[src/rtl/mips_core_pkg.sv]
// Shared MIPS core types and fetch-stage defaults.
package mips_core_pkg;

  // Fetch-address generator control states
  typedef enum logic [1:0] {
    BOOT = 2'd0,
    RUN  = 2'd1,
    HALT = 2'd2
  } pc_state_e;

  localparam logic [31:0] DEF_RESET_VECTOR = 32'h0000_0000;
  localparam int          DEF_INSTR_BYTES  = 4;

endpackage

[src/rtl/return_addr_stack.sv]
// Circular return-address stack: a push past full overwrites the oldest entry.
module return_addr_stack #(
  parameter int RAS_DEPTH = 4,
  parameter int XLEN      = 32
) (
  input  logic            i_clk,
  input  logic            i_rst_n,
  input  logic            i_push,
  input  logic            i_pop,
  input  logic [XLEN-1:0] i_push_addr,
  output logic [XLEN-1:0] o_top,
  output logic            o_empty,
  output logic            o_full,
  output logic            o_underflow
);
  import mips_core_pkg::*;

  localparam int PW = $clog2(RAS_DEPTH);

  logic [XLEN-1:0] mem_q [RAS_DEPTH];
  logic [PW-1:0]   tp_q;
  logic [PW-1:0]   tp_inc;
  logic [PW-1:0]   tp_dec;
  logic [PW:0]     cnt_q;

  assign tp_inc      = tp_q + PW'(1);
  assign tp_dec      = tp_q - PW'(1);
  assign o_empty     = (cnt_q == '0);
  assign o_full      = (cnt_q == (PW+1)'(RAS_DEPTH));
  assign o_top       = mem_q[tp_q];
  // A pop against an empty stack is the only underflow case; a paired
  // push still lands.
  assign o_underflow = i_pop & o_empty;

  // Stack update: push+pop swaps the top in place, otherwise push or pop
  always_ff @(posedge i_clk or negedge i_rst_n) begin
    if (!i_rst_n) begin
      tp_q  <= '0;
      cnt_q <= '0;
      for (int i = 0; i < RAS_DEPTH; i++) mem_q[i] <= '0;
    end else if (i_push && i_pop && !o_empty) begin
      mem_q[tp_q] <= i_push_addr;
    end else if (i_push) begin
      // When full, tp+1 is the oldest slot, so this is the circular overwrite
      mem_q[tp_inc] <= i_push_addr;
      tp_q          <= tp_inc;
      if (!o_full) cnt_q <= cnt_q + (PW+1)'(1);
    end else if (i_pop && !o_empty) begin
      tp_q  <= tp_dec;
      cnt_q <= cnt_q - (PW+1)'(1);
    end
  end

endmodule

[src/rtl/pc_gen.sv]
// Fetch-address generator: PC register with handshake, redirect, halt and RAS.
module pc_gen
  import mips_core_pkg::*;
#(
  parameter int              XLEN         = 32,
  parameter logic [XLEN-1:0] RESET_VECTOR = XLEN'(DEF_RESET_VECTOR),
  parameter int              INSTR_BYTES  = DEF_INSTR_BYTES,
  parameter int              RAS_DEPTH    = 4
) (
  input  logic            i_clk,
  input  logic            i_rst_n,
  input  logic            i_fetch_ready,
  output logic            o_fetch_valid,
  output logic [XLEN-1:0] o_pc,
  output logic [XLEN-1:0] o_pc_seq,
  input  logic            i_stall,
  input  logic            i_redirect_valid,
  input  logic [XLEN-1:0] i_redirect_target,
  input  logic            i_halt,
  input  logic            i_resume,
  input  logic            i_push_valid,
  input  logic [XLEN-1:0] i_push_addr,
  input  logic            i_pop_valid,
  output logic            o_ras_empty,
  output logic            o_ras_full,
  output logic            o_misaligned,
  output logic            o_ras_underflow
);

  localparam logic [XLEN-1:0] LOW_MASK = XLEN'(INSTR_BYTES - 1);

  pc_state_e       state_q;
  logic            valid_q;
  logic [XLEN-1:0] pc_q;
  logic [XLEN-1:0] pc_d;
  logic            mis_q;
  logic            unf_q;

  logic            fire;
  logic            redir;
  logic            push_hon;
  logic            pop_hon;
  logic [XLEN-1:0] ras_top;
  logic            ras_empty;
  logic            ras_unf;

  assign o_fetch_valid   = valid_q;
  assign o_pc            = pc_q;
  assign o_pc_seq        = pc_q + XLEN'(INSTR_BYTES);
  assign o_misaligned    = mis_q;
  assign o_ras_underflow = unf_q;
  assign o_ras_empty     = ras_empty;

  assign fire     = valid_q & i_fetch_ready & ~i_stall;
  assign redir    = i_redirect_valid & (state_q != BOOT);
  assign push_hon = i_push_valid & (state_q != BOOT);
  // Pops are only consumed alongside an accepted fetch; otherwise decode holds them
  assign pop_hon  = i_pop_valid & fire & ~redir;

  return_addr_stack #(
    .RAS_DEPTH (RAS_DEPTH),
    .XLEN      (XLEN)
  ) u_ras (
    .i_clk       (i_clk),
    .i_rst_n     (i_rst_n),
    .i_push      (push_hon),
    .i_pop       (pop_hon),
    .i_push_addr (i_push_addr),
    .o_top       (ras_top),
    .o_empty     (ras_empty),
    .o_full      (o_ras_full),
    .o_underflow (ras_unf)
  );

  // Next-PC select: redirect > return prediction > sequential > hold
  always_comb begin
    pc_d = pc_q;
    if (redir)                     pc_d = i_redirect_target & ~LOW_MASK;
    else if (pop_hon && !ras_empty) pc_d = ras_top;
    else if (fire)                 pc_d = o_pc_seq;
  end

  // Control FSM with registered fetch-valid
  always_ff @(posedge i_clk or negedge i_rst_n) begin
    if (!i_rst_n) begin
      state_q <= BOOT;
      valid_q <= 1'b0;
    end else begin
      case (state_q)
        BOOT: begin
          state_q <= RUN;
          valid_q <= 1'b1;
        end
        RUN: if (i_halt) begin
          state_q <= HALT;
          valid_q <= 1'b0;
        end
        HALT: if (i_resume) begin
          state_q <= RUN;
          valid_q <= 1'b1;
        end
        default: begin
          state_q <= BOOT;
          valid_q <= 1'b0;
        end
      endcase
    end
  end

  // PC register and one-cycle status pulses
  always_ff @(posedge i_clk or negedge i_rst_n) begin
    if (!i_rst_n) begin
      pc_q  <= RESET_VECTOR;
      mis_q <= 1'b0;
      unf_q <= 1'b0;
    end else begin
      pc_q  <= pc_d;
      mis_q <= redir & |(i_redirect_target & LOW_MASK);
      unf_q <= pop_hon & ras_unf;
    end
  end

endmodule

[config.mk]
export PLATFORM = sky130hd
export DESIGN_NAME = pc_gen
export DESIGN_NICKNAME = d
export VERILOG_FILES = /design/src/rtl/mips_core_pkg.sv /design/src/rtl/return_addr_stack.sv /design/src/rtl/pc_gen.sv
export SDC_FILE = /design/constraint.sdc
export NUM_CORES = 1
export LEC_CHECK = 0
export BUFFER_PORTS_ARGS = -buffer_cell sky130_fd_sc_hd__buf_2
export CAP_MARGIN = 20
export CORE_ASPECT_RATIO = 0.75
export CORE_MARGIN = 4
export CORE_UTILIZATION = 35
export DETAILED_ROUTE_END_ITERATION = 8
export GPL_TIMING_DRIVEN = 0
export HOLD_SLACK_MARGIN = 0.05
export PLACE_DENSITY = 0.62
export SLEW_MARGIN = 5
export SYNTH_ARGS = -nofsm -noshare
export SYNTH_HDL_FRONTEND = slang
export SYNTH_SLANG_ARGS = --single-unit
export TNS_END_PERCENT = 5
[constraint.sdc]
create_clock -name i_clk -period 2.58 [get_ports i_clk]
set_clock_uncertainty 0.15 [all_clocks]
set_input_delay 0.129 -clock i_clk [delete_from_list [all_inputs] [get_ports i_clk]]
set_output_delay 0.129 -clock i_clk [all_outputs]
set_load 0.01 [all_outputs]
Word-level counts from Yosys, hierarchy flattened

Cells that the tools add are included.

Add/subtract/negate cells: 5
Order comparisons: 4
Equal/unequal tests: 6
Mux-type cells: 25
Bitwise operators: 14
Reduce and logical (&&, ||, !) cells: 16

Operators by type and width:

| operator                | count |
|---|---|
| $bwmux W128             | 2 |
| $mux W128               | 2 |
| $mux W32                | 7 |
| $demux W32 S2           | 2 |
| $bmux W32 S2            | 1 |
| $add A32 B3 Y32 const B | 1 |
| $and A1 B1 Y1           | 9 |
| $mux W3                 | 3 |
| $mux W2                 | 4 |
| $ge A3 B3 Y1 const B    | 2 |
| $lt A3 B1 Y1 const B    | 2 |
| $ne A2 B2 Y1 const B    | 3 |
| $not A2 Y3              | 2 |
| $pmux W2 S3             | 1 |
| $reduce_bool A2 Y1      | 3 |
| $logic_and A1 B1 Y1     | 5 |
| $reduce_and A2 Y1       | 2 |
| $add A3 B1 Y3 const B   | 1 |
| $eq A3 B3 Y1 const B    | 1 |
| $logic_not A3 Y1        | 1 |
| $not A1 Y1              | 3 |
| $pmux W1 S3             | 1 |
| $reduce_and A3 Y1       | 1 |
| $reduce_bool A3 Y1      | 1 |
| 9 further kinds         | 10 |

Flip-flop bits (word level): 170
Output and inout bits: 69

Longest topological paths before layout

Gate-level depths: netlist of the first run.

Depth after elaboration: 9
Gate-level depth with buffers: 9
Gate-level depth less buffers: 6

By module

Synthesis of the first run repeated with hierarchy kept, for this count alone.

Cells, all modules: 713
Area total of the unflattened synthesis: 9031.2 um^2

By module, submodules not included:

| module            | times used | cells an instance | area an instance (um^2) | seq. area each (um^2) |
|---|---|---|---|---|
| return_addr_stack | 1          | 372               | 6266.0                  | 3328.2 |
| pc_gen            | 1          | 341               | 2765.2                  | 900.9 |

Worst setup path before layout of the first run

OpenSTA, ideal clock, no wires.

Kind: register to register
Start: register u_ras.tp_q[0]
End: register u_ras.mem_q[64] (netlist name)
Data arrival time: 2225 ps
Data required time: 2302 ps
Setup slack: 78 ps
Cell stages (with the launch flop): 10
Path buffers: 4
Clock period less this slack: 2502 ps
Cell sequence: dfrtp_1 > buf_2 > buf_2 > buf_2 > inv_1 > ha_1 > nand2_1 > a21oi_1 > buf_4 > mux2_1

Word-level cells in the longest chain between the ends: 9
Elaborated cells between the ends (all ways): 17
Those cells by class: 1 x add/sub; 4 x order compare; 8 x mux; 2 x bitwise; 2 x reduce/logical

Ends and longest elaborated chain:

| item                                                               | RTL line                | text |
|---|---|---|
| from (decl)                                                        | return_addr_stack.sv:21 | `logic [PW-1:0] tp_q;` |
| from (signal assigned)                                             | return_addr_stack.sv:46 | `tp_q <= tp_inc;` |
| from (signal assigned)                                             | return_addr_stack.sv:49 | `tp_q <= tp_dec;` |
| $add A2 B1 Y2                                                      | return_addr_stack.sv:26 | `assign tp_inc = tp_q + PW'(1);` |
| $not A2 Y3 (implied by the code)                                   | return_addr_stack.sv:45 | `mem_q[tp_inc] <= i_push_addr;` |
| $ge A3 B3 Y1 (implied by the code) or $lt A3 B1 Y1 (tied branches) | return_addr_stack.sv:45 |  |
| $logic_and A1 B1 Y1 (implied by the code)                          | return_addr_stack.sv:45 |  |
| $mux W32 (implied by the code)                                     | return_addr_stack.sv:45 |  |
| $demux W32 S2                                                      | return_addr_stack.sv:45 |  |
| $bwmux W128                                                        | return_addr_stack.sv:45 |  |
| $mux W128                                                          | return_addr_stack.sv:43 | `end else if (i_push) begin` |
| $mux W128 (*)                                                      | return_addr_stack.sv:41 | `end else if (i_push && i_pop && !o_empty) begin` |
| to (signal, indexed assignment)                                    | return_addr_stack.sv:42 | `mem_q[tp_q] <= i_push_addr;` |
| to (signal, indexed assignment)                                    | return_addr_stack.sv:45 |  |
| to (decl)                                                          | return_addr_stack.sv:20 | `logic [XLEN-1:0] mem_q [RAS_DEPTH];` |

Every way passes the cells marked *; elsewhere a longest branch is shown, timed or not. The select of a mux whose other input is x is not followed.
A chain may end at the register's enable or synchronous reset.

Worst setup path in the final report of the first run

Start: register pc_q[3], in the netlist o_pc[3]
End: output o_pc_seq[22]

Word-level cells in the longest chain between the ends: 1

Ends and longest elaborated chain:

| item                   | RTL line      | text |
|---|---|---|
| from (decl)            | pc_gen.sv:34  | `logic [XLEN-1:0] pc_q;` |
| from (signal assigned) | pc_gen.sv:117 | `pc_q <= pc_d;` |
| $add A32 B3 Y32        | pc_gen.sv:49  | `assign o_pc_seq = pc_q + XLEN'(INSTR_BYTES);` |
| to (decl)              | pc_gen.sv:15  | `output logic [XLEN-1:0] o_pc_seq,` |

No other way between the ends.

==> results of run 1 <==
[logic make-up after synthesis]
| kind of cell | Yosys count | share of synthesized area (%) |
|---|---|---|
| multiplexers | 166 | 26.2 |
| AND/OR/NAND/NOR | 133 | 8.02 |
| adder cells (fa/ha/maj) | 8 | 1.27 |
| XOR/XNOR | 30 | 3.19 |
| buffers and inverters | 49 | 2.95 |
| AO/OA/AOI/OAI | 101 | 8.50 |
| flip-flops | 169 | 49.9 |
[what timing repair did]
action / in CTS / in global routing
pin swaps: 7 / 5
setup buffers: 12 / 6
endpoints found under the setup margin: 167 / 137
gates cloned: 1 / 0
hold buffers: 65 / 0
endpoints found under the hold margin: 229 / 0
resized for setup: 47 / 31
[worst paths after layout]
| kind | start | to | slack, ns | cells after the start |
|---|---|---|---|---|
| max in group asynchronous | i_rst_n | u_ras.tp_q[0] | 1.26 | 3 |
| max | o_pc[3] | o_pc_seq[22] | -0.03 | 6 |
| min | i_redirect_target[29] | o_pc[29] | 0.08 | 4 |
| max reg2reg | u_ras.tp_q[0] | u_ras.mem_q[76] | 0.06 | 10 |
| min reg2reg | u_ras.mem_q[46] | u_ras.mem_q[46] | 0.33 | 1 |
| min in group asynchronous | i_rst_n | u_ras.mem_q[13] | 0.10 | 2 |
[layout by cell type, fill, tap and decap left out, types with 5 or more instances in the layout]
master / netlist / routed
sky130_fd_sc_hd__dfrtp_2: 0 / 16
sky130_fd_sc_hd__nand2_1: 43 / 41
sky130_fd_sc_hd__o221a_2: 8 / 8
sky130_fd_sc_hd__nand4_1: 5 / 5
sky130_fd_sc_hd__nor2b_1: 5 / 5
sky130_fd_sc_hd__nand3_1: 15 / 14
sky130_fd_sc_hd__mux2_1: 8 / 8
sky130_fd_sc_hd__buf_8: 0 / 5
sky130_fd_sc_hd__ha_1: 7 / 6
sky130_fd_sc_hd__nor3_1: 9 / 9
sky130_fd_sc_hd__buf_2: 7 / 141
sky130_fd_sc_hd__and3_1: 6 / 6
sky130_fd_sc_hd__mux2i_1: 5 / 5
sky130_fd_sc_hd__mux2_2: 121 / 121
sky130_fd_sc_hd__xnor2_1: 17 / 13
sky130_fd_sc_hd__buf_4: 15 / 26
sky130_fd_sc_hd__a21oi_1: 24 / 20
sky130_fd_sc_hd__inv_1: 10 / 10
sky130_fd_sc_hd__buf_6: 0 / 8
sky130_fd_sc_hd__clkbuf_1: 14 / 12
sky130_fd_sc_hd__mux4_2: 32 / 32
sky130_fd_sc_hd__dlygate4sd3_1: 0 / 65
sky130_fd_sc_hd__dfrtp_1: 169 / 153
sky130_fd_sc_hd__a22oi_1: 7 / 7
sky130_fd_sc_hd__o22ai_1: 8 / 8
sky130_fd_sc_hd__clkbuf_16: 0 / 17
sky130_fd_sc_hd__o22a_1: 7 / 7
sky130_fd_sc_hd__o21ai_0: 13 / 13
sky130_fd_sc_hd__nor2_1: 30 / 28
sky130_fd_sc_hd__xor2_1: 12 / 12
[worst min-delay path, cell delays in order]
cell	delay, ns
sky130_fd_sc_hd__buf_2	0.11
sky130_fd_sc_hd__nor2_1	0.08
sky130_fd_sc_hd__a32oi_1	0.08
sky130_fd_sc_hd__o22a_1	0.21
[layer usage]
metal | track usage, % | part of all wire, % | wire, um
met5 | 0 | 0.054 | 13
met4 | 4.44 | 1.5 | 359
met1 | 27.0 | 48 | 11600
met2 | 26.3 | 44 | 10500
met3 | 5.30 | 6.8 | 1620
[flip-flops by register name (all words and copies together) (netlist names)]
name and cells:
u_ras.mem_q 128, o_pc 32, u_ras.cnt_q 3, state_q 2
u_ras.tp_q 2, o_misaligned 1, o_ras_underflow 1
[power by group through the flow]
stage	registers, mW	logic (mW)	clock network, mW
finish	4.95	6.35	2.59
global route	5.13	6.85	2.76
floorplan	4.79	3.89	0
detailed placement	4.97	5.72	0
CTS	4.91	6.24	2.63
global placement	4.92	5.61	0
[cells in the mapped netlist, types with 2 or more instances]
master,instances
sky130_fd_sc_hd__xor2_1,12
sky130_fd_sc_hd__o22a_1,7
sky130_fd_sc_hd__buf_1,2
sky130_fd_sc_hd__nor4_1,6
sky130_fd_sc_hd__nor2_1,30
sky130_fd_sc_hd__buf_2,7
sky130_fd_sc_hd__ha_1,7
sky130_fd_sc_hd__and3_1,6
sky130_fd_sc_hd__o31a_2,2
sky130_fd_sc_hd__dfrtp_1,169
sky130_fd_sc_hd__nand3_1,15
sky130_fd_sc_hd__clkbuf_1,14
sky130_fd_sc_hd__a221o_1,3
sky130_fd_sc_hd__or2_2,2
sky130_fd_sc_hd__o221a_2,8
sky130_fd_sc_hd__inv_1,10
sky130_fd_sc_hd__mux2i_1,5
sky130_fd_sc_hd__o22ai_1,8
sky130_fd_sc_hd__mux2_1,8
sky130_fd_sc_hd__nor2b_1,5
sky130_fd_sc_hd__and4_1,2
sky130_fd_sc_hd__a21o_1,2
sky130_fd_sc_hd__mux2_2,121
sky130_fd_sc_hd__o21ai_1,2
sky130_fd_sc_hd__nand4_1,5
sky130_fd_sc_hd__a31oi_1,4
sky130_fd_sc_hd__xnor2_1,17
sky130_fd_sc_hd__a311oi_1,2
sky130_fd_sc_hd__mux4_2,32
sky130_fd_sc_hd__a21oi_1,24
sky130_fd_sc_hd__a22oi_1,7
sky130_fd_sc_hd__nand2_1,43
sky130_fd_sc_hd__buf_4,15
sky130_fd_sc_hd__o21ai_0,13
sky130_fd_sc_hd__o21a_1,4
sky130_fd_sc_hd__a32oi_1,4
sky130_fd_sc_hd__nor3_1,9
[through the flow]
stage | power, mW | cells | cell area [um2]
CTS | 13.8 | 1214 | 11200
global placement | 10.5 | 1103 | 9570
global route | 14.7 | 1219 | 11300
detailed placement | 10.7 | 1104 | 9610
floorplan | 8.68 | 656 | 8480
finish | 13.9 | 1221 | 11300
[area by class of cell]
cell class,instances,area (um2),area share (%)
Sequential cell,169,4250,37.5
Multi-Input combinational cell,438,4200,37.0
Timing Repair Buffer,226,1590,14.0
Clock buffer,17,425,3.75
Tap cell,306,383,3.38
Buffer,38,277,2.44
Clock inverter,15,171,1.51
Inverter,10,37.5,0.331
Antenna cell,2,5.00,0.0442
==> flow_results.org, run 1 <==
** Outcome
- The run finished, with violations left.
- Violations in the final reports :: setup timing

** Clock network
- In this run the deepest clock path goes through 2 buffers.
- Clock root cell :: sky130_fd_sc_hd__clkbuf_16
- Clock-pin slew of the registers on the worst-case setup and hold paths :: 0.07 ns
- Clk Latency, worst-skew pair :: 0.42 ns
- CTS Buf Count :: 17
- TritonCTS clock tree :: built
- For this design, the sink count on the clock tree is 169.
- The H-tree was split into 4 levels.

** Synth
- Fraction of registers with async set/reset :: 100%
- Yosys printed 0 warnings.
- The biggest area contributor in the post-synthesis netlist is sky130_fd_sc_hd__dfrtp_1.
- Part of the Yosys area used for sequential elements :: 49.9%
- Dividing the synthesized area by the synthesized cell count gives 12.9 um2.
- Summed over its instances, the top area cell type makes up 49.9% of the synthesized netlist area.
- Cells taking the most area after synthesis :: sky130_fd_sc_hd__dfrtp_1 (50%), sky130_fd_sc_hd__mux2_2 (16%), sky130_fd_sc_hd__mux4_2 (8.5%)
- Counting every instance in the synthesized netlist gives 656.
- Seq cells post-synth :: 169
- Yosys mapped a number of flops with a built-in enable equal to 0.
- Synth unique cells :: 61
- Main flop type after synthesis :: sky130_fd_sc_hd__dfrtp_1
- When the netlist entered floorplanning its net count stood at 737.
- The mapped netlist covers 0.00848 mm2.

** GRT
- Number of antenna violations at the first check in global routing :: 2
- Global-route wire length before repair :: 38100 um
- Vias in the first global route :: 6548
- Summed over all layers, the global routing overflow is 0.
- Total GRT Usage :: 18.2%
- Maximum number of pins on one net before global-route repair :: 99

** Power and ir drop
- Seq pwr share :: 35.6%
- The worst-case IR drop observed on VDD is 0.000540 V.
- P_int :: 8.76 mW
- Net Sw Frac :: 36.9%
- Total net switching power :: 5.13 mW
- Power share of the combinational group :: 45.7%
- The analysis attributes to cell leakage a power of 4.83 nW.
- For this design the ratio of total power to cell area is 1230 mW/mm2.
- Clock share of power :: 18.6%

** Floorplan
- Die outline area :: 0.0268 mm2
- In this run the core area contains 49 standard-cell rows.
- The die is 188 um wide.
- Number of I/O pins :: 142
- Core Region :: 0.0239 mm2
- Initial core utilization :: 35.5%
- From bottom edge to top edge, the die measures 143 um.

** STA
- For the pin with the worst max-slew slack, the measured transition is 0.747 ns.
- Achievable clock frequency :: 383 MHz
- Setup violation total in the final timing report :: 2
- Period utilization :: 101%
- Final setup TNS :: -0.0450 ns
- Worst setup slack after layout :: -0.0332 ns
- Remaining max-slew budget at the tightest pin :: 49.7%
- Subtracting the final worst setup slack from the clock period gives 2.61 ns.
- The number of pins with negative max-slew slack in the final report was 0.
- Hold is met by 0.0778 ns.
- RSZ-0062 raised after global routing :: yes
- Final hold viol count :: 0

** Setup path
- In this design, the stage delay of the slowest critical-path cell is 0.49 ns.
- On the critical path the largest part of the delay comes from simple AND/OR/NAND/NOR gates.
- Along the worst path, the maximum fanout reaches 6.
- STA classifies the critical path endpoint as an output port.
- Counting both buffers and inverters, the worst setup path holds a total of 1.
- Kind of start point of the critical path :: flop
- Cell with the largest stage delay on the worst path :: sky130_fd_sc_hd__or4_4
- Data arrival time of the critical path :: 2.33 ns
- The worst setup path is of the flop to output port kind.
- At the worst endpoint, the required time is 2.30 ns.
- Critical path, cell by cell :: ha_4 > nand2_2 > or4_4 > o31a_2 > or2_4 > buf_6

** Placement
- At the end of routability-driven placement, the weighted congestion stood at 0.849.
- Worst slack, placed :: -0.552 ns
- Detailed placement ended at an HPWL of 17400 um.
- During placement, the flow inserted port buffers numbering 141.

** Hold path
- Hold/Removal Path Class :: primary input to flop

** Cells and area
- Final net count :: 981
- In the final layout, the share of cells above drive strength 1 is 47.1%.
- Counting the fill cells in the layout gives 2141.
- Fin util :: 47.4%
- Post-synthesis to final-layout area growth :: 33.6%

** Routing
- The pre-antenna-repair detailed-routing pass consisted of 4 iterations.
- Aggregate routed wire length :: 24000 um
- Dividing the detail-routed via count by the number of cells gives 5.30.
- Number of DRC markers after the initial detailed-route iteration :: 463
- Dividing the detail-routed wire length by the instance count gives 19.7 um.
- Post-route ant nets :: 0
- After detailed routing, the number of remaining DRC violations is 0.
- Total number of vias :: 6477

** Flow run
- Number of violations of the max-capacitance limit :: 0
Power figures use the tool's default switching activity.
==> inputs of run 2 (changes only) <==
--- a/config.mk
+++ b/config.mk
@@ -14,6 +14,7 @@
 export GPL_TIMING_DRIVEN = 0
 export HOLD_SLACK_MARGIN = 0.05
 export PLACE_DENSITY = 0.62
+export SETUP_SLACK_MARGIN = 0.3
 export SLEW_MARGIN = 5
 export SYNTH_ARGS = -nofsm -noshare
 export SYNTH_HDL_FRONTEND = slang
==> flow_results.org, run 2 (synthesis gave the netlist of run 1 again) <==
** Outcome
- Result of the run :: finished, final reports clean (was finished, violations left)

** STA
- RSZ-0062 raised after global routing: yes (unchanged).
- Remaining max-slew budget at the tightest pin :: 46.8% (was 49.7%)
- Count of final max-slew check failures :: 0 (unchanged)
- Final setup TNS :: 0 ns (was -0.0450 ns)
- Worst setup slack after layout :: 0.00261 ns (was -0.0332 ns)
- Post-route minimum period :: 2.58 ns (was 2.61 ns)
- The setup violation total in the final timing report is 0 (was 2).
- Achievable clock frequency :: 388 MHz (was 383 MHz)
- The slew at the pin closest to its max-slew limit is 0.790 ns (was 0.747 ns).
- Period utilization :: 99.9% (was 101%)
- The count of final hold-check violations was 0 (unchanged).
- Final worst hold slack :: 0.0932 ns (was 0.0778 ns)

** Clock network
- Clock root cell :: sky130_fd_sc_hd__clkbuf_16 (unchanged)
- Clock-pin slew of the registers on the worst-case setup and hold paths :: 0.07 ns (about the same)
- The maximum count of clock buffers along a single path came to 2 (unchanged).
- The CTS buffer count is 17 (unchanged).
- The H-tree depth reported by CTS was 4 (unchanged).
- The TritonCTS clock tree is built (unchanged).
- The clock latency on the worst-skew pair came to 0.43 ns (was 0.42 ns).
- The number of clock sinks was 169 (unchanged).

** Power and ir drop
- Seq pwr share :: 32.6% (was 35.6%)
- Leakage dissipation :: 5.53 nW (was 4.83 nW)
- Power share of the combinational group :: 49.8% (was 45.7%)
- Clock share of power :: 17.6% (was 18.6%)
- The net switching share of the total power was 36.3% (was 36.9%).
- Worst vdd ir :: 0.000623 V (was 0.000540 V)
- Total power density per cell area :: 1260 mW/mm2 (was 1230 mW/mm2)
- Total net switching power :: 5.70 mW (was 5.13 mW)
- Pwr Total :: 15.7 mW (was 13.9 mW)
- The cell-internal power was 10.0 mW (was 8.76 mW).

** Setup path
- Critical path, cell by cell :: ha_4 > nand2_4 > or4_4 > o31a_2 > or2_4 > buf_6 (was ha_4 > nand2_2 > or4_4 > o31a_2 > or2_4 > buf_6)
- The critical path capture point type was an output port (unchanged).
- Cell with the largest stage delay on the worst path :: sky130_fd_sc_hd__or4_4 (unchanged)
- Slack of the worst reg-to-reg path :: 0.23 ns (was 0.06 ns)
- Critical path class :: flop to output port (unchanged)
- CP required :: 2.30 ns (about the same)
- The largest fanout on the critical path was 5 (was 6).
- The worst endpoint data arrival time is 2.30 ns (was 2.33 ns).
- Kind of start point of the critical path :: flop (unchanged)
- Worst path top cell family by delay :: simple AND/OR/NAND/NOR gates (unchanged)
- The delay of the slowest critical-path stage was 0.54 ns (was 0.49 ns).
- The total buffers and inverters traversed by the critical path came to 1 (unchanged).

** GRT
- The global-route wire length before repair is 40900 um (was 38100 um).
- The global-route total usage across every layer was 19.5% (was 18.2%).
- Vias in the first global route :: 6828 (was 6548)
- The initial antenna violation count came to 4 (was 2).
- Total global routing overflow :: 0 (unchanged)
- Maximum number of pins on one net before global-route repair :: 89 (was 99)

** Placement
- IO buf count :: 141 (unchanged)
- The placement-stage cell area came to 0.00966 mm2 (was 0.00961 mm2).
- The pre-CTS setup slack was -0.318 ns (was -0.552 ns).
- Post-DP HPWL :: 17500 um (was 17400 um)
- Inst Count DP :: 1104 (unchanged)
- Last weighted congestion value of the routability-driven placer :: 0.845 (was 0.849)

** Floorplan
- Number of I/O pins :: 142 (unchanged)
- Initial core utilization :: 35.5% (unchanged)
- Number of core rows :: 49 (unchanged)
- X dimension of the die :: 188 um (unchanged)
- Vert. Die Dim :: 143 um (unchanged)
- The area of the die came to 0.0268 mm2 (unchanged).
- The core footprint was 0.0239 mm2 (unchanged).

** Cells and area
- Commonest non-fill, non-tap cell in the layout :: sky130_fd_sc_hd__dfrtp_1 (unchanged)
- Final net count :: 1011 (was 981)
- The post-route cell area is 0.0125 mm2 (was 0.0113 mm2).
- Share of post-route cells with drive strength above 1 :: 54.5% (was 47.1%)
- Commonest cells after routing, fill and taps aside :: sky130_fd_sc_hd__dfrtp_1 (147), sky130_fd_sc_hd__buf_2 (138), sky130_fd_sc_hd__mux2_4 (122) (was sky130_fd_sc_hd__dfrtp_1 (153), sky130_fd_sc_hd__buf_2 (141), sky130_fd_sc_hd__mux2_2 (121))
- Register with the highest flop count :: u_ras.mem_q (unchanged)
- The flip-flop count of the largest register, all copies and words added is 128 (unchanged).
- Post-route insts no fill :: 1250 (was 1221)
- The final core utilization came to 52.3% (was 47.4%).
- The post-synthesis to final-layout area growth came to 47.6% (was 33.6%).

** Routing
- The detail-routed via count per cell came to 5.32 (was 5.30).
- The final antenna-violating net count was 0 (unchanged).
- Detailed Routing Iterations Pass 1 :: 5 (was 4)
- The count of routing violations after the opening detailed-route iteration is 535 (was 463).
- Post-detailed-route wirelength per cell :: 21.4 um (was 19.7 um)
- Post-detailed-route DRC marker count :: 0 (unchanged)
- Aggregate routed wire length :: 26700 um (was 24000 um)
- The via total after detailed routing was 6648 (was 6477).

** Flow run
- The number of maximum-capacitance constraint violations was 0 (unchanged).

** Hold path
- The type of the tightest min-delay check is primary input to flop (unchanged).
-- run 2: worst reg2reg max path, cell delays in order (launching register included) --
cell,delay [ns]
sky130_fd_sc_hd__dfrtp_2,0.45
sky130_fd_sc_hd__buf_8,0.16
sky130_fd_sc_hd__buf_12,0.16
sky130_fd_sc_hd__buf_16,0.17
sky130_fd_sc_hd__clkinv_8,0.07
sky130_fd_sc_hd__ha_4,0.16
sky130_fd_sc_hd__nand2_4,0.05
sky130_fd_sc_hd__a21oi_4,0.34
sky130_fd_sc_hd__buf_12,0.21
sky130_fd_sc_hd__mux2_4,0.31
-- run 2: final timing paths --
kind,start,to,cells past startpoint
setup / recovery,o_pc[3],o_pc_seq[26],6
max in group asynchronous,i_rst_n,o_pc[20],3
hold / removal,i_push_valid,u_ras.tp_q[1],5
min in group asynchronous,i_rst_n,u_ras.mem_q[12],2
hold reg to reg,u_ras.mem_q[43],u_ras.mem_q[43],1
setup reg to reg,u_ras.tp_q[0],u_ras.mem_q[121],9
-- run 2: layout make-up --
class	instances	area, um2
clock inverters	12	161
diodes	1	2.50
inverters	10	50.0
clock buffers	20	467
flip-flops and latches	169	4260
plain buffers	39	472
repair buffers	255	1790
fillers	1986	11400
multi-input cells	438	4940
well taps	306	383
-- run 2: routing by layer --
metal | share of wire, % | global-route usage [%] | vias to the layer above
met2 | 45 | 30.0 | 230
met5 | 0.13 | 0 | -
li1 | - | - | 2989
met3 | 6.2 | 5.18 | 36
met1 | 47 | 28.2 | 3387
met4 | 1.8 | 3.71 | 6
-- run 2: timing repair --
item / in CTS / in global routing
endpoints found under the hold margin: 240 / 0
resized for setup: 268 / 40
hold buffers: 66 / 0
setup buffers: 21 / 26
pin swaps: 31 / 33
endpoints found under the setup margin: 183 / 164
-- run 2: power by group through the flow --
stage                     Combinational, mW  Clock, mW  Sequential (mW)
after detailed placement               5.79          0             4.97
final                                  7.83       2.77             5.12
after CTS                              7.37       2.80             5.08
after global routing                   8.29       2.91             5.27
after global placement                 5.67          0             4.92
after floorplan                        3.94          0             4.79
